### src/rtl/frog_game_fsm.sv
// Frogger-style game controller: collision flags per frame, lives/score, hit freeze and respawn.
// Optional macro FROG_DROWN_EN adds drowning (frog over water without a log) as a death cause.
module frog_game_fsm #(
  parameter int NUM_LOGS     = 8,
  parameter int NUM_CARS     = 8,
  parameter int LIVES        = 3,
  parameter int GOALS_TO_WIN = 5,
  parameter int HIT_FRAMES   = 60
) (
  input  logic                clk,
  input  logic                resetN,
  input  logic                startOfFrame,
  input  logic                frog_draw_req,
  input  logic [NUM_LOGS-1:0] logs_draw_req,
  input  logic [NUM_CARS-1:0] cars_draw_req,
  input  logic                water_draw_req,
  input  logic                goal_draw_req,
  input  logic                start_key,
  output logic [2:0]          game_state,
  output logic [3:0]          lives,
  output logic [3:0]          score,
  output logic                frog_respawn,
  output logic                freeze
);

  typedef enum logic [2:0] {
    S_IDLE      = 3'd0,
    S_PLAY      = 3'd1,
    S_HIT       = 3'd2,
    S_RESPAWN   = 3'd3,
    S_WIN       = 3'd4,
    S_GAME_OVER = 3'd5
  } state_t;

  localparam logic [3:0] LIVES_INIT = 4'(LIVES);
  localparam logic [3:0] GOAL_MAX   = 4'(GOALS_TO_WIN);
  localparam logic [7:0] HIT_LAST   = 8'(HIT_FRAMES - 1);

  state_t     state, state_nx;
  logic [3:0] lives_nx, score_nx;
  logic [7:0] hit_cnt, hit_cnt_nx;
  logic       car_hit, goal_hit, start_prev, start_rise, death;

  assign game_state = state;
  assign start_rise = start_key & ~start_prev;

`ifdef FROG_DROWN_EN
  logic drown;
  assign death = car_hit | drown;
`else
  logic unused_inputs;
  assign unused_inputs = water_draw_req ^ (^logs_draw_req);
  assign death = car_hit;
`endif

  // Sticky per-frame collision flags; the startOfFrame cycle's pixels are dropped.
  always_ff @(posedge clk or negedge resetN) begin
    if (!resetN) begin
      car_hit  <= 1'b0;
      goal_hit <= 1'b0;
`ifdef FROG_DROWN_EN
      drown    <= 1'b0;
`endif
    end else if (startOfFrame) begin
      car_hit  <= 1'b0;
      goal_hit <= 1'b0;
`ifdef FROG_DROWN_EN
      drown    <= 1'b0;
`endif
    end else begin
      if (frog_draw_req && (|cars_draw_req)) car_hit <= 1'b1;
      if (frog_draw_req && goal_draw_req)    goal_hit <= 1'b1;
`ifdef FROG_DROWN_EN
      if (frog_draw_req && water_draw_req && !(|logs_draw_req)) drown <= 1'b1;
`endif
    end
  end

  always_comb begin
    state_nx   = state;
    lives_nx   = lives;
    score_nx   = score;
    hit_cnt_nx = hit_cnt;
    case (state)
      S_IDLE: begin
        if (start_key) begin
          state_nx = S_RESPAWN;
          lives_nx = LIVES_INIT;
          score_nx = 4'd0;
        end
      end
      S_PLAY: begin
        if (startOfFrame) begin
          if (death) begin
            state_nx   = S_HIT;
            hit_cnt_nx = 8'd0;
            if (lives != 4'd0) lives_nx = lives - 4'd1;
          end else if (goal_hit) begin
            if (score < GOAL_MAX) score_nx = score + 4'd1;
            state_nx = (score_nx == GOAL_MAX) ? S_WIN : S_RESPAWN;
          end
        end
      end
      S_HIT: begin
        if (startOfFrame) begin
          if (hit_cnt == HIT_LAST) state_nx = (lives == 4'd0) ? S_GAME_OVER : S_RESPAWN;
          else hit_cnt_nx = hit_cnt + 8'd1;
        end
      end
      S_RESPAWN: state_nx = S_PLAY;
      S_WIN, S_GAME_OVER: begin
        if (start_rise) state_nx = S_IDLE;
      end
      default: state_nx = S_IDLE;
    endcase
  end

  always_ff @(posedge clk or negedge resetN) begin
    if (!resetN) begin
      state        <= S_IDLE;
      lives        <= 4'd0;
      score        <= 4'd0;
      hit_cnt      <= 8'd0;
      start_prev   <= 1'b0;
      frog_respawn <= 1'b0;
      freeze       <= 1'b1;
    end else begin
      state        <= state_nx;
      lives        <= lives_nx;
      score        <= score_nx;
      hit_cnt      <= hit_cnt_nx;
      start_prev   <= start_key;
      frog_respawn <= (state_nx == S_RESPAWN);
      freeze       <= (state_nx inside {S_IDLE, S_HIT, S_WIN, S_GAME_OVER});
    end
  end

endmodule

### config.mk
export PLATFORM = sky130hd
export DESIGN_NAME = frog_game_fsm
export DESIGN_NICKNAME = d
export VERILOG_FILES = /design/src/rtl/frog_game_fsm.sv
export SDC_FILE = /design/constraint.sdc
export NUM_CORES = 1
export LEC_CHECK = 0
export CAP_MARGIN = 20
export CORE_ASPECT_RATIO = 0.5
export CORE_MARGIN = 8
export CORE_UTILIZATION = 43
export DETAILED_ROUTE_END_ITERATION = 8
export PLACE_DENSITY = 0.74
export SLEW_MARGIN = 30
export SYNTH_ARGS = -nofsm -noshare
export SYNTH_HDL_FRONTEND = slang
export SYNTH_SLANG_ARGS = --single-unit
### constraint.sdc
create_clock -name clk -period 1.75 [get_ports clk]
set_clock_uncertainty 0.1 [all_clocks]
set_input_delay 0.4375 -clock clk [delete_from_list [all_inputs] [get_ports clk]]
set_output_delay 0.4375 -clock clk [all_outputs]
set_load 0.02 [all_outputs]
==> results.cfg, run 1 <==
[detailed_routing]
first_pass_drt_iterations = 4
top_layer_used = met4
ant_nets = 0
post-route-drc-count = 0
via_per_inst = 5.41
detailroute.via_count = 1303
met2_wirelength_mm = 1.80
detailroute.wirelength.met3_um = 125
route.detailed.wl_per_inst_um = 14.3
drt_wl_total_mm = 3.45
wirelength_met1_mm = 1.49
detailedRoute.firstIterationViolations = 79

[worst_setup_path]
reg2reg_depth = 7
worst_ep_required_time_ps = 1840
worst_setup_path_start = score[1]
worstPathMaxFanout = 3
critPathMaxStageDelay_ps = 410
reg2reg_from = score[1]
cpMostUsedCell = inv_2
arrival_ps = 1860
worst_setup_path_start_kind = flip-flop
crit_chain = inv_2 -> ha_4 -> inv_2 -> a21oi_2 -> mux2i_2 -> o2111ai_2 -> a22oi_1
slowest_stage = dfrtp_2
timing_worst_setup_path_type = reg -> reg
worstSetupEndpoint = frog_respawn
worst-r2r-setup-slack_ps = -10
timing.critical_path.to_type = flip-flop
rr_endpoint = frog_respawn

[synthesis]
synth_warnings = 0
main_combinational_cell_family_by_area_after_synthesis = simple AND/OR/NAND/NOR gates
ys_seq_area_frac = 0.447
post_syn_instances = 151
post_synth_and_or_nand_nor_area_fraction = 0.284
synth_xor_xnor_area_share = 0.0456
netlist_area_sq_um = 1350
fraction_of_the_mapped_netlist_area_in_compound_gates = 0.130
yosysUniqueCellTypes = 38
muxShareOfSynthArea = 0.0149
fraction_of_the_mapped_netlist_area_in_adder_cells = 0.0465
synth.avg_cell_area_sq_um = 8.91
synth_seq_cells = 24
postSynthNetCount = 179

[sta]
tightestPinTransition_ps = 348
finalHoldWorstSlack_ps = 419
max_slew_headroom = 0.766
timing.final.hold_violations = 0
final_min_period_over_clock_period = 1.01
rsz0062_at_grt = true
layout_setup_ws_ps = -13.6
finalSetupViolCount = 1
final_period_minus_worst_setup_slack_ps = 1760
finalSetupTns_ps = -13.6
maxClockFrequency_mhz = 567
max_slew_violation_count = 0

[floorplanning]
fp.dieH_um = 55.5
start_util = 0.449
design.core.area_sq_um = 3000
floorplan.io_pins = 36
rows = 14
die_extent_in_x_um = 95.1
die_area_sq_um = 5280

[status]
failing_checks = negative setup slack
outcome = complete, but fails checks

[flow_run]
max_cap_viol_count = 0

[clock_tree]
tritoncts = done
cts.clk_slew.worst_paths_ps = 90
maximum_clock_path_buffer_count = 2
cts_buffers = 3
clock-root-buffer = clkbuf_8
worstSkewPairLatency_ps = 270
post_cts_hold_buffer_count = 0
clock_sink_count = 24
htreeDepth = 1

[grt]
globalRoute.totalOverflow = 0
antenna_violations_before_repair = 0
grt_start_max_net_pins = 25
track_usage = 0.127
number_of_global_route_vias_before_repair = 1199
grt_pass1_wl_mm = 5.40

[power]
total_leakage_power_nw = 0.925
worst_ir_drop_vdd_mv = 0.707
power_per_cell_area_nw_per_um2 = 1210

[place]
gpl.final_weighted_congestion = 0.850
dp_hpwl_mm = 2.49
numPortBuffers = 26
placement.cell_area_sq_um = 1800

[finish]
post_route_cells_drive_above_1_share = 0.289
utilization = 0.645
final_cell_area_sq_um = 1930
finalNetCount = 230
diodes = 0
synthToLayoutAreaGrowth_pct = 43.7

[min_path]
min_path_type = in -> async
## cell type report
class	instances	area, sq um
fillers	239	1060
repair buffers	49	418
well taps	40	50.0
flip-flops and latches	24	608
multi-input cells	118	779
inverters	6	22.5
clock buffers	4	55.1
## per-layer routing
metal	track usage	up-vias
li1	-	628
met1	0.144	645
met2	0.218	24
met3	0.0363	6
met4	0.0485	0
met5	0	-
## state kept, by name, indices dropped and copies added, names as in the netlist
signal        flops
lives             4
start_prev        1
car_hit           1
score             4
freeze            1
goal_hit          1
hit_cnt           8
game_state        3
frog_respawn      1
## how the worst min path moves through the flow
| stage | to | slack [ps] | from | cells past startpoint |
|---|---|---|---|---|
| floorplan | car_hit | 40 | resetN | 0 |
| global placement | lives[3] | 450 | lives[3] | 2 |
| detailed placement | goal_hit | 460 | goal_hit | 2 |
| CTS | hit_cnt[6] | 420 | resetN | 2 |
| global route | hit_cnt[0] | 440 | resetN | 2 |
| finish | hit_cnt[6] | 420 | resetN | 2 |
## report_power, final
part           switching (mW)  internal, mW  total [mW]
Clock                   0.181         0.201       0.382
Combinational           0.622         0.539        1.16
Sequential              0.111         0.686       0.797
## critical path: cells and delay by family, from the launching register on
family          cells  cell delay, ps
compound gates      3             570
flops               1             410
mux                 1             350
fa+ha+maj           1             150
buf+inv             2             110
## placed cells by master (no fill, tap or decap), types with 4 or more instances in the layout
cell type,netlist,final
and3_1,4,4
dlygate4sd2_1,0,12
nand3_1,9,8
nor3_1,4,4
xor2_1,6,6
a21oi_1,11,9
clkdlybuf4s50_1,0,12
ha_1,5,4
nand2_1,17,17
dfrtp_2,0,5
nor2_1,23,23
dfrtp_1,23,18
clkbuf_8,0,4
buf_4,0,24
## logic make-up after synthesis
logic type,count (synthesis)
AO/OA/AOI/OAI,28
XOR/XNOR,7
adder cells (fa/ha/maj),5
buffers and inverters,9
flip-flops,24
multiplexers,2
AND/OR/NAND/NOR,76
## metrics by stage
stage | power (mW) | setup WS, ps | cells
after CTS | 2.26 | 0.0220 | 238
after floorplan | 1.43 | -61.4 | 151
after detailed placement | 1.91 | -337 | 234
after global placement | 1.87 | -337 | 234
final | 2.34 | -13.6 | 241
after global routing | 2.50 | -120 | 241
## synth_stat cells (all sizes together)
library cell  instances  area (sq um)
dfrtp                23           576
nor2                 23          86.3
nand2                17          63.8
a21oi                11          55.1
nand3                10          55.1
inv                   6          22.5
o21ai                 6          30.0
xor2                  6          52.6
ha                    5          62.6
a31oi                 4          25.0
and3                  4          25.0
nor3                  4          20.0
nor4                  3          18.8
a21bo                 2          20.0
buf                   2          16.3
mux2i                 2          20.0
nand2b                2          12.5
nand4                 2          12.5
nor2b                 2          12.5
nor3b                 2          15.0
a22oi                 1          7.51
and2                  1          6.26
and2b                 1          7.51
and4bb                1          12.5
clkbuf                1          3.75
dfstp                 1          26.3
o2111ai               1          8.76
o21bai                1          7.51
o311a                 1          10.0
o41a                  1          11.3
or2                   1          8.76
or3                   1          6.26
or3b                  1          8.76
or4b                  1          10.0
xnor2                 1          8.76
## timing repair
| item | in CTS | in global routing |
|---|---|---|
| pin swaps | 3 | 9 |
| endpoints found under the setup margin | 18 | 13 |
| buffers inserted | 0 | 3 |
| gates resized for setup | 17 | 20 |
| hold endpoints to repair | 0 | 0 |
No activity file was read; power rests on OpenSTA's default activity.
==> run 2: changes to the inputs <==
--- a/config.mk
+++ b/config.mk
@@ -8,9 +8,10 @@
 export CAP_MARGIN = 20
 export CORE_ASPECT_RATIO = 0.5
 export CORE_MARGIN = 8
-export CORE_UTILIZATION = 43
+export CORE_UTILIZATION = 39
+export CTS_CLUSTER_DIAMETER = 80
 export DETAILED_ROUTE_END_ITERATION = 8
-export PLACE_DENSITY = 0.74
+export PLACE_DENSITY = 0.68
 export SLEW_MARGIN = 30
 export SYNTH_ARGS = -nofsm -noshare
 export SYNTH_HDL_FRONTEND = slang
==> results.cfg, run 2 (synthesis gave the netlist of run 1 again) <==
[worst_setup_path]
reg2reg_from = score[1]
worst-r2r-setup-slack_ps = 40
reg2reg_depth = 7
worstPathMaxFanout = 3
timing.critical_path.to_type = flip-flop
worst_ep_required_time_ps = 1840
worst_setup_path_start = score[1]
arrival_ps = 1810
timing_worst_setup_path_type = reg -> reg
rr_endpoint = frog_respawn
worst_setup_path_start_kind = flip-flop

[sta]
max_slew_violation_count = 0
layout_setup_ws_ps = 35.1
final_min_period_over_clock_period = 0.980
rsz0062_at_grt = true
tightestPinTransition_ps = 317
finalSetupViolCount = 0
timing.final.hold_violations = 0
finalHoldWorstSlack_ps = 336
max_slew_headroom = 0.789
maxClockFrequency_mhz = 583
final_period_minus_worst_setup_slack_ps = 1710

[grt]
grt_pass1_wl_mm = 5.57
track_usage = 0.119
grt_start_max_net_pins = 25
antenna_violations_before_repair = 0
number_of_global_route_vias_before_repair = 1242
globalRoute.totalOverflow = 0

[detailed_routing]
detailedRoute.firstIterationViolations = 73
detailroute.via_count = 1334
ant_nets = 0
first_pass_drt_iterations = 4
drt_wl_total_mm = 3.62
post-route-drc-count = 0
via_per_inst = 5.34
route.detailed.wl_per_inst_um = 14.5

[flow_run]
max_cap_viol_count = 0

[power]
power_per_cell_area_nw_per_um2 = 1250
total_leakage_power_nw = 0.964
worst_ir_drop_vdd_mv = 0.414
post-layout-total-power_mw = 2.50

[finish]
largest_registers = hit_cnt x8, lives x4, score x4
finalNetCount = 237
fin_cells = 250
final-seq-area_sq_um = 607
layout.cells.most_common = buf_4
largest_register_ffs = 8
most-common-layout-cells = buf_4, nor2_1, dfrtp_1
fillerInstances = 289
diodes = 0
final_cell_area_sq_um = 2010
largest_register = hit_cnt
multi_input_comb_area_sq_um = 805
synthToLayoutAreaGrowth_pct = 49.4
post_route_cells_drive_above_1_share = 0.308

[clock_tree]
worstSkewPairLatency_ps = 270
htreeDepth = 1
post_cts_hold_buffer_count = 0
cts_buffers = 3
maximum_clock_path_buffer_count = 2
clock_sink_count = 24
tritoncts = done
clock-root-buffer = clkbuf_8
cts.clk_slew.worst_paths_ps = 90

[floorplanning]
floorplan.io_pins = 36
fp.dieH_um = 57.5
start_util = 0.400
design.core.area_sq_um = 3360
die_extent_in_x_um = 99.1
die_area_sq_um = 5700
rows = 15

[place]
gpl.final_weighted_congestion = 0.842
dp_hpwl_mm = 2.48
placement.cell_area_sq_um = 1810
numPortBuffers = 26
placed_insts = 238
pre_cts_ws_ps = -367

[status]
outcome = complete, no violations

[min_path]
min_path_type = in -> reg
hp-start = start_key
hold_end = start_prev
holdPathStages = 2
## run 2: metal layers
layer  track usage  up-vias  wire (um)
li1              -      645          -
met1         0.133      656       1530
met2         0.221       26       1910
met3        0.0255        7        138
met4        0.0384        0         42
met5             0        -          0
## run 2: per-stage QoR
step / TNS, ps / util
finish: 0 / 0.598
global route: -69.1 / 0.598
CTS: 0 / 0.561
detailed placement: -4070 / 0.540
global placement: -3890 / 0.540
floorplan: -157 / -
## run 2: timing repair
action,CTS,global route
pin swaps,3,9
endpoints found under the setup margin,19,11
resized for setup,19,23
setup buffers,1,7
## run 2: critical path, cell delays in order (launching register included)
cell and delay, ps:
dfrtp_2 430, inv_2 90, ha_4 140, inv_2 40, a21oi_4 170, mux2i_4 290
o2111ai_2 170, a22oi_1 210
## run 2: worst max path at each step
stage | cells past startpoint | end
finish | 7 | frog_respawn
global placement | 6 | lives[1]
detailed placement | 6 | lives[1]
CTS | 7 | frog_respawn
global route | 5 | hit_cnt[7]
floorplan | 6 | hit_cnt[7]
## run 2: report_power, final
group | switching (mW) | internal [mW] | total (mW)
Clock | 0.182 | 0.201 | 0.383
Sequential | 0.119 | 0.685 | 0.804
Combinational | 0.682 | 0.635 | 1.32
## run 2: layout make-up
| class | instances | area share |
|---|---|---|
| flip-flops and latches | 24 | 0.302 |
| multi-input cells | 118 | 0.400 |
| clock buffers | 4 | 0.0274 |
| inverters | 6 | 0.0112 |
| repair buffers | 56 | 0.233 |
| well taps | 42 | 0.0262 |
==> run 3: changes to the inputs <==
--- a/config.mk
+++ b/config.mk
@@ -7,11 +7,12 @@
 export LEC_CHECK = 0
 export CAP_MARGIN = 20
 export CORE_ASPECT_RATIO = 0.5
-export CORE_MARGIN = 8
+export CORE_MARGIN = 3
 export CORE_UTILIZATION = 39
 export CTS_CLUSTER_DIAMETER = 80
 export DETAILED_ROUTE_END_ITERATION = 8
 export PLACE_DENSITY = 0.68
+export SETUP_SLACK_MARGIN = 0.15
 export SLEW_MARGIN = 30
 export SYNTH_ARGS = -nofsm -noshare
 export SYNTH_HDL_FRONTEND = slang
==> results.cfg, run 3 (synthesis gave the netlist of run 1 again) <==
[clock_tree]
maximum_clock_path_buffer_count = 2
cts.clk_slew.worst_paths_ps = 90
htreeDepth = 1
tritoncts = done
worstSkewPairLatency_ps = 270
cts_buffers = 3
clock-root-buffer = clkbuf_8
clock_sink_count = 24

[flow_run]
max_cap_viol_count = 0

[place]
numPortBuffers = 26
dp_hpwl_mm = 2.38
gpl.final_weighted_congestion = 0.903

[grt]
globalRoute.totalOverflow = 0
grt_pass1_wl_mm = 5.54
track_usage = 0.173
number_of_global_route_vias_before_repair = 1232
grt_start_max_net_pins = 25
antenna_violations_before_repair = 0

[sta]
finalSetupViolCount = 1
tightestPinTransition_ps = 312
timing.final.hold_violations = 0
max_slew_violation_count = 0
layout_setup_ws_ps = -2.62
maxClockFrequency_mhz = 571
finalHoldWorstSlack_ps = 407
final_min_period_over_clock_period = 1.00
rsz0062_at_grt = true
max_slew_headroom = 0.792
finalSetupTns_ps = -2.62
final_period_minus_worst_setup_slack_ps = 1750

[worst_setup_path]
timing.critical_path.to_type = flip-flop
arrival_ps = 1850
reg2reg_depth = 6
worst_setup_path_start_kind = flip-flop
timing_worst_setup_path_type = reg -> reg
worst-r2r-setup-slack_ps = -3
reg2reg_from = game_state[0]
worst_ep_required_time_ps = 1850
rr_endpoint = lives[1]
worstPathMaxFanout = 4

[floorplanning]
floorplan.io_pins = 36
design.core.area_sq_um = 3150
die_extent_in_x_um = 89.1
fp.dieH_um = 47.5
rows = 14
start_util = 0.427
die_area_sq_um = 4230

[detailed_routing]
first_pass_drt_iterations = 4
post-route-drc-count = 0
via_per_inst = 5.37
detailedRoute.firstIterationViolations = 82
detailroute.via_count = 1364
route.detailed.wl_per_inst_um = 14.0
drt_wl_total_mm = 3.55
ant_nets = 0

[finish]
most-common-layout-cells = buf_4, nor2_1, nand2_1
largest_registers = hit_cnt x8, lives x4, score x4
synthToLayoutAreaGrowth_pct = 55.1
largest_register = hit_cnt
post_route_cells_drive_above_1_share = 0.397
finalNetCount = 243
diodes = 0
layout.cells.most_common = buf_4
largest_register_ffs = 8

[status]
outcome = complete, but fails checks
failing_checks = negative setup slack

[power]
power_per_cell_area_nw_per_um2 = 1260
total_leakage_power_nw = 0.949
worst_ir_drop_vdd_mv = 0.486

[min_path]
min_path_type = in -> async
[run 3: changes by cell type in the layout (fill, tap and decap cells not counted), sizes merged]
cell / change
clkdlybuf4s15: +5
dlymetal6s2s: -2
clkbuf: -1
dlygate4sd2: -7
buf: +11
[run 3: how the worst max path moves through the flow]
stage | from | endpoint | slack [ps]
after floorplan | game_state[0] | hit_cnt[7] | -60
after global placement | start_key | lives[1] | -350
after detailed placement | start_key | lives[2] | -350
after CTS | game_state[2] | hit_cnt[7] | -2
after global routing | game_state[0] | lives[1] | -60
final | game_state[0] | lives[1] | -3
[run 3: timing repair]
item,CTS,global route
setup buffers,17,1
gates resized for setup,50,18
endpoints found under the setup margin,28,27
endpoints found under the hold margin,0,0
hold buffers,0,0
pin swaps,13,12
[run 3: critical path, cell delays in order (launching register included)]
cell and delay [ps]:
dfrtp_2 460, buf_6 130, or4b_4 540, o21ai_4 100
and2_4 190, nor2_2 30, a31oi_1 130
[run 3: report_power, final]
group          total, mW  internal (mW)  switching, mW
logic               1.43          0.724          0.709
clock network      0.390          0.201          0.188
registers          0.812          0.687          0.125
total               2.63           1.61           1.02
[run 3: layout make-up]
class / count / area [sq um]
Tap cell: 40 / 50.0
Inverter: 6 / 25.0
Multi-Input combinational cell: 118 / 822
Sequential cell: 24 / 611
Fill cell: 254 / 1070
Timing Repair Buffer: 62 / 523
Clock buffer: 4 / 55.1
[run 3: through the flow]
step,power (mW),setup WS [ps],cell area (sq um),instances,util
finish,2.63,-2.62,2090,254,0.662
detailed placement,1.93,-353,1800,232,0.571
CTS,2.53,-1.87,2040,253,0.647
floorplan,1.48,-61.2,1380,151,-
global placement,1.90,-349,1800,232,0.571
global route,2.80,-58.2,2090,254,0.662
[run 3: metal layers]
metal,part of all wire,vias up,GRT usage
li1,-,659,-
met4,0.015,0,0.0593
met2,0.50,33,0.310
met3,0.038,7,0.0412
met1,0.44,665,0.212
met5,0,-,0
